### config.mk
export PLATFORM = sky130hd
export DESIGN_NAME = booth_mul_unit
export DESIGN_NICKNAME = d
export VERILOG_FILES = /design/src/rtl/cpu_pkg.sv /design/src/rtl/booth_recoder.sv /design/src/rtl/booth_mul_unit.sv
export SDC_FILE = /design/constraint.sdc
export NUM_CORES = 1
export LEC_CHECK = 0
export ABC_CLOCK_PERIOD_IN_PS = 5600
export CELL_PAD_IN_SITES_DETAIL_PLACEMENT = 1
export CELL_PAD_IN_SITES_GLOBAL_PLACEMENT = 1
export CORE_ASPECT_RATIO = 1.4
export CORE_MARGIN = 2
export CORE_UTILIZATION = 37
export DETAILED_ROUTE_END_ITERATION = 8
export PLACE_DENSITY_LB_ADDON = 0.1
export SYNTH_ARGS = -nofsm -noshare
export SYNTH_HDL_FRONTEND = slang
export SYNTH_SLANG_ARGS = --single-unit
### constraint.sdc
create_clock -name clk -period 5.6 [get_ports clk]
set_input_delay 0.84 -clock clk [delete_from_list [all_inputs] [get_ports clk]]
set_output_delay 0.84 -clock clk [all_outputs]
set_load 0.1 [all_outputs]
### src/rtl/cpu_pkg.sv
// Shared CPU definitions: multiplier FSM states, Booth digit encoding, default datapath width.
// Latency: n/a (types, constants and a pure decode function only).
// Backpressure: n/a.
package cpu_pkg;

    localparam int DEFAULT_WIDTH = 32;

    // Sequencer states of the Booth multiplier.
    typedef enum logic [1:0] {
        ST_IDLE = 2'd0,
        ST_RUN  = 2'd1,
        ST_DONE = 2'd2
    } mul_state_t;

    // Radix-4 Booth digit selected by one multiplier triplet.
    typedef enum logic [2:0] {
        DIG_ZERO = 3'd0,
        DIG_POS1 = 3'd1,
        DIG_POS2 = 3'd2,
        DIG_NEG1 = 3'd3,
        DIG_NEG2 = 3'd4
    } booth_digit_t;

    // Triplet {b[2i+1], b[2i], b[2i-1]} -> digit = -2*b[2i+1] + b[2i] + b[2i-1].
    function automatic booth_digit_t booth_decode(input logic [2:0] trip);
        booth_digit_t dig;
        case (trip)
            3'b001, 3'b010: dig = DIG_POS1;
            3'b011:         dig = DIG_POS2;
            3'b100:         dig = DIG_NEG2;
            3'b101, 3'b110: dig = DIG_NEG1;
            default:        dig = DIG_ZERO;
        endcase
        return dig;
    endfunction

endpackage

### src/rtl/booth_recoder.sv
// Radix-4 Booth recoder: maps one multiplier triplet to neg/zero/two select flags.
// Latency: purely combinational, zero cycles.
// Backpressure: none; output follows the triplet.
// Ports: triplet (in, 3) -> neg (digit is negative), zero (digit is 0), two (|digit| is 2).
module booth_recoder
    import cpu_pkg::*;
(
    input  logic [2:0] triplet,
    output logic       neg,
    output logic       zero,
    output logic       two
);

    booth_digit_t digit;

    always_comb begin
        digit = booth_decode(triplet);
        neg   = 1'b0;
        zero  = 1'b0;
        two   = 1'b0;
        case (digit)
            DIG_POS1: begin end
            DIG_POS2: two = 1'b1;
            DIG_NEG1: neg = 1'b1;
            DIG_NEG2: begin
                neg = 1'b1;
                two = 1'b1;
            end
            default:  zero = 1'b1;
        endcase
    end

endmodule

### src/rtl/booth_mul_unit.sv
// Sequential signed radix-4 Booth multiplier producing a 2*WIDTH product for Zhigh/Zlow.
// Latency: start sampled at edge 0, done pulses after edge WIDTH/2; one op per WIDTH/2+2 cycles.
// Backpressure: start accepted only in IDLE; start during RUN/DONE is dropped, not queued.
// Ports: clk, clr (sync active-high); start, multiplicand (A, from Y), multiplier (B, from bus);
//        busy (high in RUN), done (1-cycle pulse), product_hi/product_lo (registered result).
module booth_mul_unit
    import cpu_pkg::*;
#(
    parameter int WIDTH = DEFAULT_WIDTH
) (
    input  logic             clk,
    input  logic             clr,
    input  logic             start,
    input  logic [WIDTH-1:0] multiplicand,
    input  logic [WIDTH-1:0] multiplier,
    output logic             busy,
    output logic             done,
    output logic [WIDTH-1:0] product_hi,
    output logic [WIDTH-1:0] product_lo
);

    localparam int STEPS = WIDTH / 2;
    localparam int CW    = $clog2(STEPS) + 1;
    // Upper accumulator carries two guard bits so that +-2A never overflows.
    localparam int AW    = WIDTH + 2;

    mul_state_t       state;
    logic [CW-1:0]    step_cnt;
    logic [WIDTH-1:0] a_reg;
    // Multiplier with the implicit b[-1]=0 appended; shifts right by 2 each step
    // so the active triplet is always b_sh[2:0].
    logic [WIDTH:0]   b_sh;
    logic [AW-1:0]    acc_hi;
    logic [WIDTH-1:0] acc_lo;

    logic             dig_neg;
    logic             dig_zero;
    logic             dig_two;
    logic [AW-1:0]    mag;
    logic [AW-1:0]    addend;
    logic [AW-1:0]    sum;
    logic [AW-1:0]    nxt_hi;
    logic [WIDTH-1:0] nxt_lo;
    logic             last_step;

    booth_recoder u_recoder (
        .triplet (b_sh[2:0]),
        .neg     (dig_neg),
        .zero    (dig_zero),
        .two     (dig_two)
    );

    always_comb begin
        mag    = '0;
        addend = '0;
        sum    = '0;
        nxt_hi = '0;
        nxt_lo = '0;
        // |digit|*A, sign-extended to the accumulator width.
        if (dig_two) begin
            mag = {a_reg[WIDTH-1], a_reg, 1'b0};
        end else begin
            mag = {{2{a_reg[WIDTH-1]}}, a_reg};
        end
        if (dig_zero) begin
            addend = '0;
        end else if (dig_neg) begin
            addend = (~mag) + AW'(1);
        end else begin
            addend = mag;
        end
        sum = acc_hi + addend;
        // Arithmetic shift of {acc_hi, acc_lo} right by 2: the two retired low
        // bits of the upper half drop into the lower half.
        nxt_hi = {{2{sum[AW-1]}}, sum[AW-1:2]};
        nxt_lo = {sum[1:0], acc_lo[WIDTH-1:2]};
    end

    assign last_step = (step_cnt == CW'(STEPS - 1));

    always_ff @(posedge clk) begin
        if (clr) begin
            state      <= ST_IDLE;
            busy       <= 1'b0;
            done       <= 1'b0;
            product_hi <= '0;
            product_lo <= '0;
            step_cnt   <= '0;
            a_reg      <= '0;
            b_sh       <= '0;
            acc_hi     <= '0;
            acc_lo     <= '0;
        end else begin
            case (state)
                ST_IDLE: begin
                    done <= 1'b0;
                    if (start) begin
                        a_reg    <= multiplicand;
                        b_sh     <= {multiplier, 1'b0};
                        acc_hi   <= '0;
                        acc_lo   <= '0;
                        step_cnt <= '0;
                        busy     <= 1'b1;
                        state    <= ST_RUN;
                    end
                end
                ST_RUN: begin
                    acc_hi   <= nxt_hi;
                    acc_lo   <= nxt_lo;
                    b_sh     <= {b_sh[WIDTH], b_sh[WIDTH], b_sh[WIDTH:2]};
                    step_cnt <= step_cnt + CW'(1);
                    if (last_step) begin
                        // Guard bits are pure sign extension here; the exact
                        // product is the low WIDTH bits of the upper half.
                        product_hi <= nxt_hi[WIDTH-1:0];
                        product_lo <= nxt_lo;
                        busy       <= 1'b0;
                        done       <= 1'b1;
                        state      <= ST_DONE;
                    end
                end
                ST_DONE: begin
                    done  <= 1'b0;
                    state <= ST_IDLE;
                end
                default: begin
                    busy  <= 1'b0;
                    done  <= 1'b0;
                    state <= ST_IDLE;
                end
            endcase
        end
    end

endmodule

==> impl_metrics.toml, run 1 <==
[die]
fp.dieH_um = 203.6
io_pins = 133
floorplan.initialDensity_pct = 37.30
dieArea_um2 = 29840
row_count = 73
die_boundary_width_um = 146.6
floorplan.core_area_um2 = 28220

[clock_network]
worst_setup_hold_path_clk_slew_ns = 0.08
cts.root.buffer_cell = "clkbuf_16"
cts_max_level = 4
cts-buffers-inserted = 17
worst_skew_pair.late_latency_ns = 0.45
tritoncts = "built"
cts_hold_repair.buffers = 0
cts.sink_count = 200
clock_path_buffers = 2

[placed_design]
gpl_congestion = 0.8559
dp_hpwl_um = 22120
port_buffers = 132
placed_area_um2 = 12170

[route]
wire_length_per_cell_after_detailed_routing_um = 17.57
ant_nets = 0
post-route-drc-count = 0
routed-via-count = 10060
wirelength_um = 32330
drt_first_iter_violations = 292
firstDrtPassIters = 5
vias_per_cell = 5.465

[worst_setup_path]
crit_path_end_kind = "flop"
critical_path_arrival_ns = 5.82
critPathMaxFanout = 4
worst_setup_path_start_kind = "flop"
path_class = "flop to flop"
critPathRequiredTime_ns = 5.99

[logic_synthesis]
netlist_area_um2 = 10530
netlist-cell-type-count = 72
synthesis.yosys.warnings = 0
synthTopCellsByArea = "dfxtp_1, nand2_1, a21oi_1, nor2_1, ha_1"
synth.top_cell.area_share_pct = 38.03
syn-num-nets = 1476
yosys_register_bits = 200
yosys.cell_count.top_type = "nand2_1"
synth_top_area_cell = "dfxtp_1"
synth_area_per_cell_um2 = 7.696
post_synth_inst_count = 1368
most_frequent_cells_after_synthesis = "nand2_1, dfxtp_1, nor2_1"
async_flop_share_pct = 0
ys.flop_type = "dfxtp_1"
synth-edff-count = 0
synth_sequential_area_ratio_pct = 38.03

[sta]
final-setup-viol-count = 0
slew_headroom_pct = 28.05
hold_viol_final = 0
timing.setup.tns_ns = 0
holdWs_ns = 0.4604
period_needed_ns = 5.432
grt_setup_unrepaired = "true"
post-route-period-util_pct = 97.00
worst_clock_skew_ns = 0.01062
timing_max_transition_violations_final = 0
max_freq_ghz = 0.1841
timing_worst_slew_pin_value_ns = 1.078

[final_layout]
largest_reg_flops = 33
final_core_utilization_pct = 46.09
stdcell_area_um2 = 13010
drive_above_1_share_pct = 9.010
register_with_the_most_flip_flops = "b_sh"
final_antenna_diode_count = 0
fillCellCount = 3428
areaGrowthSynthToFinish_pct = 23.57
design.final.nets = 1560

[power]
p_leak_nw = 4.954
pwr_density_cell_nw_per_um2 = 270.6
ir_drop_uv = 203.3
p_total_mw = 3.520

[grt]
grt_antenna_before_repair = 0
gr-total-overflow = 0
grt_pass1_wl_um = 52900
grt_max_degree = 86
first_global_vias = 10220
grt_usage_pct = 21.72

[min_path]
holdCritPathClass = "flop to flop"

[run]
max_cap_violations = 0

[status]
run_status = "complete, no violations"
==> routing by layer <==
metal | up-vias | GRT usage, % | wire (um)
li1 | 4966 | - | -
met3 | 32 | 3.870 | 1105
met5 | - | 0 | 0
met4 | 0 | 6.761 | 621
met2 | 134 | 38.43 | 16180
met1 | 4924 | 26.83 | 14430
==> cells in the final DEF (no fill, tap or decap), types with 36 or more instances in the layout <==
cell | netlist | final
a21oi_1 | 143 | 142
a22o_1 | 40 | 40
buf_4 | 1 | 41
clkdlybuf4s50_1 | 0 | 131
dfxtp_1 | 200 | 198
nand2_1 | 257 | 255
nor2_1 | 164 | 157
nor4_1 | 36 | 36
o21ai_0 | 42 | 38
==> cell families (layout without fill, tap and decap cells) <==
| family | Yosys count | count (layout) | share of synthesized area (%) |
|---|---|---|---|
| AND/OR/NAND/NOR | 588 | 588 | 25.27 |
| AO/OA/AOI/OAI | 356 | 356 | 21.79 |
| flip-flops | 200 | 200 | 38.03 |
| buffers and inverters | 119 | 216 | 4.397 |
| XOR/XNOR | 59 | 59 | 5.087 |
| adder cells (fa/ha/maj) | 41 | 41 | 4.944 |
| multiplexers | 5 | 5 | 0.4873 |
==> cell type report <==
| class | count | area [um2] | area share, % |
|---|---|---|---|
| clock buffer | 17 | 425.4 | 3.270 |
| timing repair buffer | 172 | 1619 | 12.45 |
| sequential | 200 | 4006 | 30.80 |
| multi-input combinational | 1049 | 6217 | 47.79 |
| inverter | 12 | 45.04 | 0.3463 |
| tap | 375 | 469.2 | 3.607 |
| clock inverter | 15 | 226.5 | 1.741 |
==> through the flow <==
step / setup WS (ns) / std cells
6_report: 0.1680 / 1840
5_1_grt: -0.07468 / 1840
4_1_cts: 0.006703 / 1833
3_5_place_dp: 0.02174 / 1801
3_3_place_gp: 0.1483 / 1801
2_1_floorplan: 0.01466 / 1368
==> what timing repair did <==
item                                    4_1_cts  5_1_grt
setup buffers                                 0        7
endpoints found under the setup margin        5       39
pin swaps                                     1       13
resized for setup                             3       34
==> power breakdown <==
part	internal, mW	switching [mW]	leakage, nW
sequential	1.47	0.0539	1.63
clock	0.730	0.635	0.312
combinational	0.242	0.389	3.02
==> worst paths after layout <==
| kind | startpoint | endpoint | slack [ns] | cells past startpoint |
|---|---|---|---|---|
| max | b_sh[1]$_SDFFE_PP0P_ | acc_hi[32]$_SDFFE_PP0P_ | 0.17 | 24 |
| max reg2reg | b_sh[1]$_SDFFE_PP0P_ | acc_hi[32]$_SDFFE_PP0P_ | 0.17 | 24 |
| min | product_lo[17]$_SDFFE_PP0P_ | product_lo[17]$_SDFFE_PP0P_ | 0.46 | 2 |
| min reg2reg | product_lo[17]$_SDFFE_PP0P_ | product_lo[17]$_SDFFE_PP0P_ | 0.46 | 2 |
==> critical path: stages, from the launching register on <==
cell and delay (ns):
dfxtp_2 0.33, buf_4 0.13, ha_2 0.18, or3_1 0.36, a31oi_2 0.23, or2_4 0.17, mux2i_2 0.23, ha_2 0.22
o31ai_2 0.07, buf_4 0.16, nor2_2 0.18, a31oi_1 0.17, xnor2_1 0.16, o22ai_1 0.27, ha_1 0.33, a21o_1 0.17
a21o_1 0.17, a21o_1 0.19, and2_1 0.20, o31ai_2 0.25, buf_4 0.16, a31oi_2 0.11, a221o_1 0.43, or4_4 0.43
nand3_2 0.08
Note: power is estimated with default switching activity, not from simulation.
==> inputs of run 2 (changes only) <==
Settings changed: PLACE_DENSITY_LB_ADDON 0.1 to 0.08.
==> run 2 against run 1 <==
  * Largest cell class unchanged
  * Global-route usage grew 0.13 points
  * Sequential share of layout area grew 0.24 points
  * Utilization decreased by 0.33 points
  * Count of clock-buffer cells in the layout up 3
==> impl_metrics.toml, run 2 (same netlist as run 1, synthesis figures left out) <==
[sta]
final-setup-viol-count = 0
timing_max_transition_violations_final = 0
max_freq_ghz = 0.1842
slew_headroom_pct = 29.67
post-route-period-util_pct = 96.97
hold_viol_final = 0
period_needed_ns = 5.430
setup_ws_ns = 0.1697
timing_worst_slew_pin_value_ns = 1.055
worst_clock_skew_ns = 0.01025

[clock_network]
clock_path_buffers = 2
cts_max_level = 4
cts.root.buffer_cell = "clkbuf_16"
cts.sink_count = 200
worst_skew_pair.late_latency_ns = 0.44
cts-buffers-inserted = 17
worst_setup_hold_path_clk_slew_ns = 0.08
tritoncts = "built"
cts_hold_repair.buffers = 0

[placed_design]
dp_hpwl_um = 22210
gpl_congestion = 0.8615
placed_area_um2 = 12200
port_buffers = 132
dp_worst_setup_slack_ns = -0.07341

[worst_setup_path]
reg2reg_setup_slack_ns = 0.17
critPathMaxFanout = 6
critPathRequiredTime_ns = 5.98
path_class = "flop to flop"
worst_setup_path_start_kind = "flop"
critical_path_arrival_ns = 5.81
crit_path_end_kind = "flop"

[power]
power_frac_seq_pct = 45.5
netSwitchingPower_mw = 1.032
internal-power_mw = 2.315
power_frac_comb_pct = 19.1
pwr_density_cell_nw_per_um2 = 259.2
sw_share_pct = 30.83
p_leak_nw = 4.883
ir_drop_uv = 167.7
clockPowerShare_pct = 35.4
p_total_mw = 3.347

[final_layout]
final_antenna_diode_count = 0
drive_above_1_share_pct = 8.675
stdcell_area_um2 = 12910
register_with_the_most_flip_flops = "b_sh"
design.final.nets = 1560
layout_common_cells = "nand2_1, dfxtp_1, nor2_1"
largest_reg_flops = 33
fillCellCount = 3415
layout_commonest_cell = "nand2_1"
areaGrowthSynthToFinish_pct = 22.68
final_core_utilization_pct = 45.76

[grt]
grt_pass1_wl_um = 53190
first_global_vias = 10290
grt_max_degree = 99
gr-total-overflow = 0
grt_usage_pct = 21.85
grt_antenna_before_repair = 0

[route]
ant_nets = 0
wire_length_per_cell_after_detailed_routing_um = 17.76
met1_length_um = 14350
post-route-drc-count = 0
routed-via-count = 10060
wl_met2_um = 16600
firstDrtPassIters = 4
drt_first_iter_violations = 268
route.top_layer_used = "met4"
vias_per_cell = 5.468
wirelength_um = 32660
met3_length_um = 1078

[min_path]
holdCritPathClass = "flop to flop"

[die]
io_pins = 133
floorplan.initialDensity_pct = 37.30
row_count = 73
fp.dieH_um = 203.6
floorplan.core_area_um2 = 28220
dieArea_um2 = 29840
die_boundary_width_um = 146.6

[status]
run_status = "complete, no violations"

[run]
max_cap_violations = 0
## run 2: changes by cell type in the layout (fill, tap and decap cells not counted), sizes merged
cell / before / now
bufinv: 3 / 0
clkbuf: 17 / 20
clkinv: 5 / 3
clkinvlp: 1 / 3
inv: 18 / 17
## run 2: area by class of cell
class                   count  area, um2  area share [%]
clock buffers              20      456.7           3.536
clock inverters            11      90.09          0.6975
inverters                  12      45.04          0.3488
multi-input cells        1049       6226           48.21
flip-flops and latches    200       4009           31.04
well taps                 375      469.2           3.633
repair buffers            172       1619           12.54
## run 2: critical path, stage by stage, from the launching register on
cell	delay [ns]
dfxtp_4	0.37
inv_1	0.06
ha_1	0.19
or3_1	0.39
a31oi_2	0.22
or2_4	0.18
mux2i_4	0.23
ha_2	0.20
o31ai_1	0.10
buf_4	0.17
nor2_4	0.12
a31oi_1	0.16
xnor2_1	0.18
o22ai_2	0.22
ha_2	0.36
a21o_1	0.18
a21o_1	0.17
a21o_1	0.18
and2_1	0.19
o31ai_2	0.26
buf_4	0.17
a31oi_2	0.11
a221o_1	0.43
or4_1	0.42
nand3_1	0.10
## run 2: routing by layer
layer / up-vias / global-route usage [%]
li1: 4962 / -
met1: 4928 / 26.49
met2: 130 / 39.39
met3: 35 / 3.758
met4: 0 / 6.796
met5: - / 0
## run 2: repair_timing
item / in CTS / in global routing
resized for setup: 6 / 32
pin swaps: 1 / 9
buffers inserted: 0 / 3
endpoints found under the setup margin: 4 / 33
## run 2: metrics by stage
| stage | hold slack (ns) | setup TNS, ns | instances |
|---|---|---|---|
| 2_1_floorplan | 0.4250 | 0 | 1368 |
| 3_3_place_gp | 0.4372 | 0 | 1805 |
| 3_5_place_dp | 0.4475 | -0.1264 | 1805 |
| 4_1_cts | 0.4582 | 0 | 1836 |
| 5_1_grt | 0.4768 | -0.1503 | 1839 |
| 6_report | 0.4556 | 0 | 1839 |
## run 2: power groups by stage
stage | combinational [mW] | sequential (mW) | clock, mW
floorplan | 0.426 | 1.53 | 0
global placement | 0.610 | 1.55 | 0
detailed placement | 0.620 | 1.55 | 0
CTS | 0.628 | 1.52 | 1.22
global route | 0.708 | 1.53 | 1.28
finish | 0.639 | 1.52 | 1.19
## run 2: path summary, 6_finish.rpt
check,from,endpoint,depth (start not counted)
setup / recovery,b_sh[1]$_SDFFE_PP0P_,acc_hi[32]$_SDFFE_PP0P_,24
hold / removal,product_hi[8]$_SDFFE_PP0P_,product_hi[8]$_SDFFE_PP0P_,2
setup reg to reg,b_sh[1]$_SDFFE_PP0P_,acc_hi[32]$_SDFFE_PP0P_,24
hold reg to reg,product_hi[8]$_SDFFE_PP0P_,product_hi[8]$_SDFFE_PP0P_,2
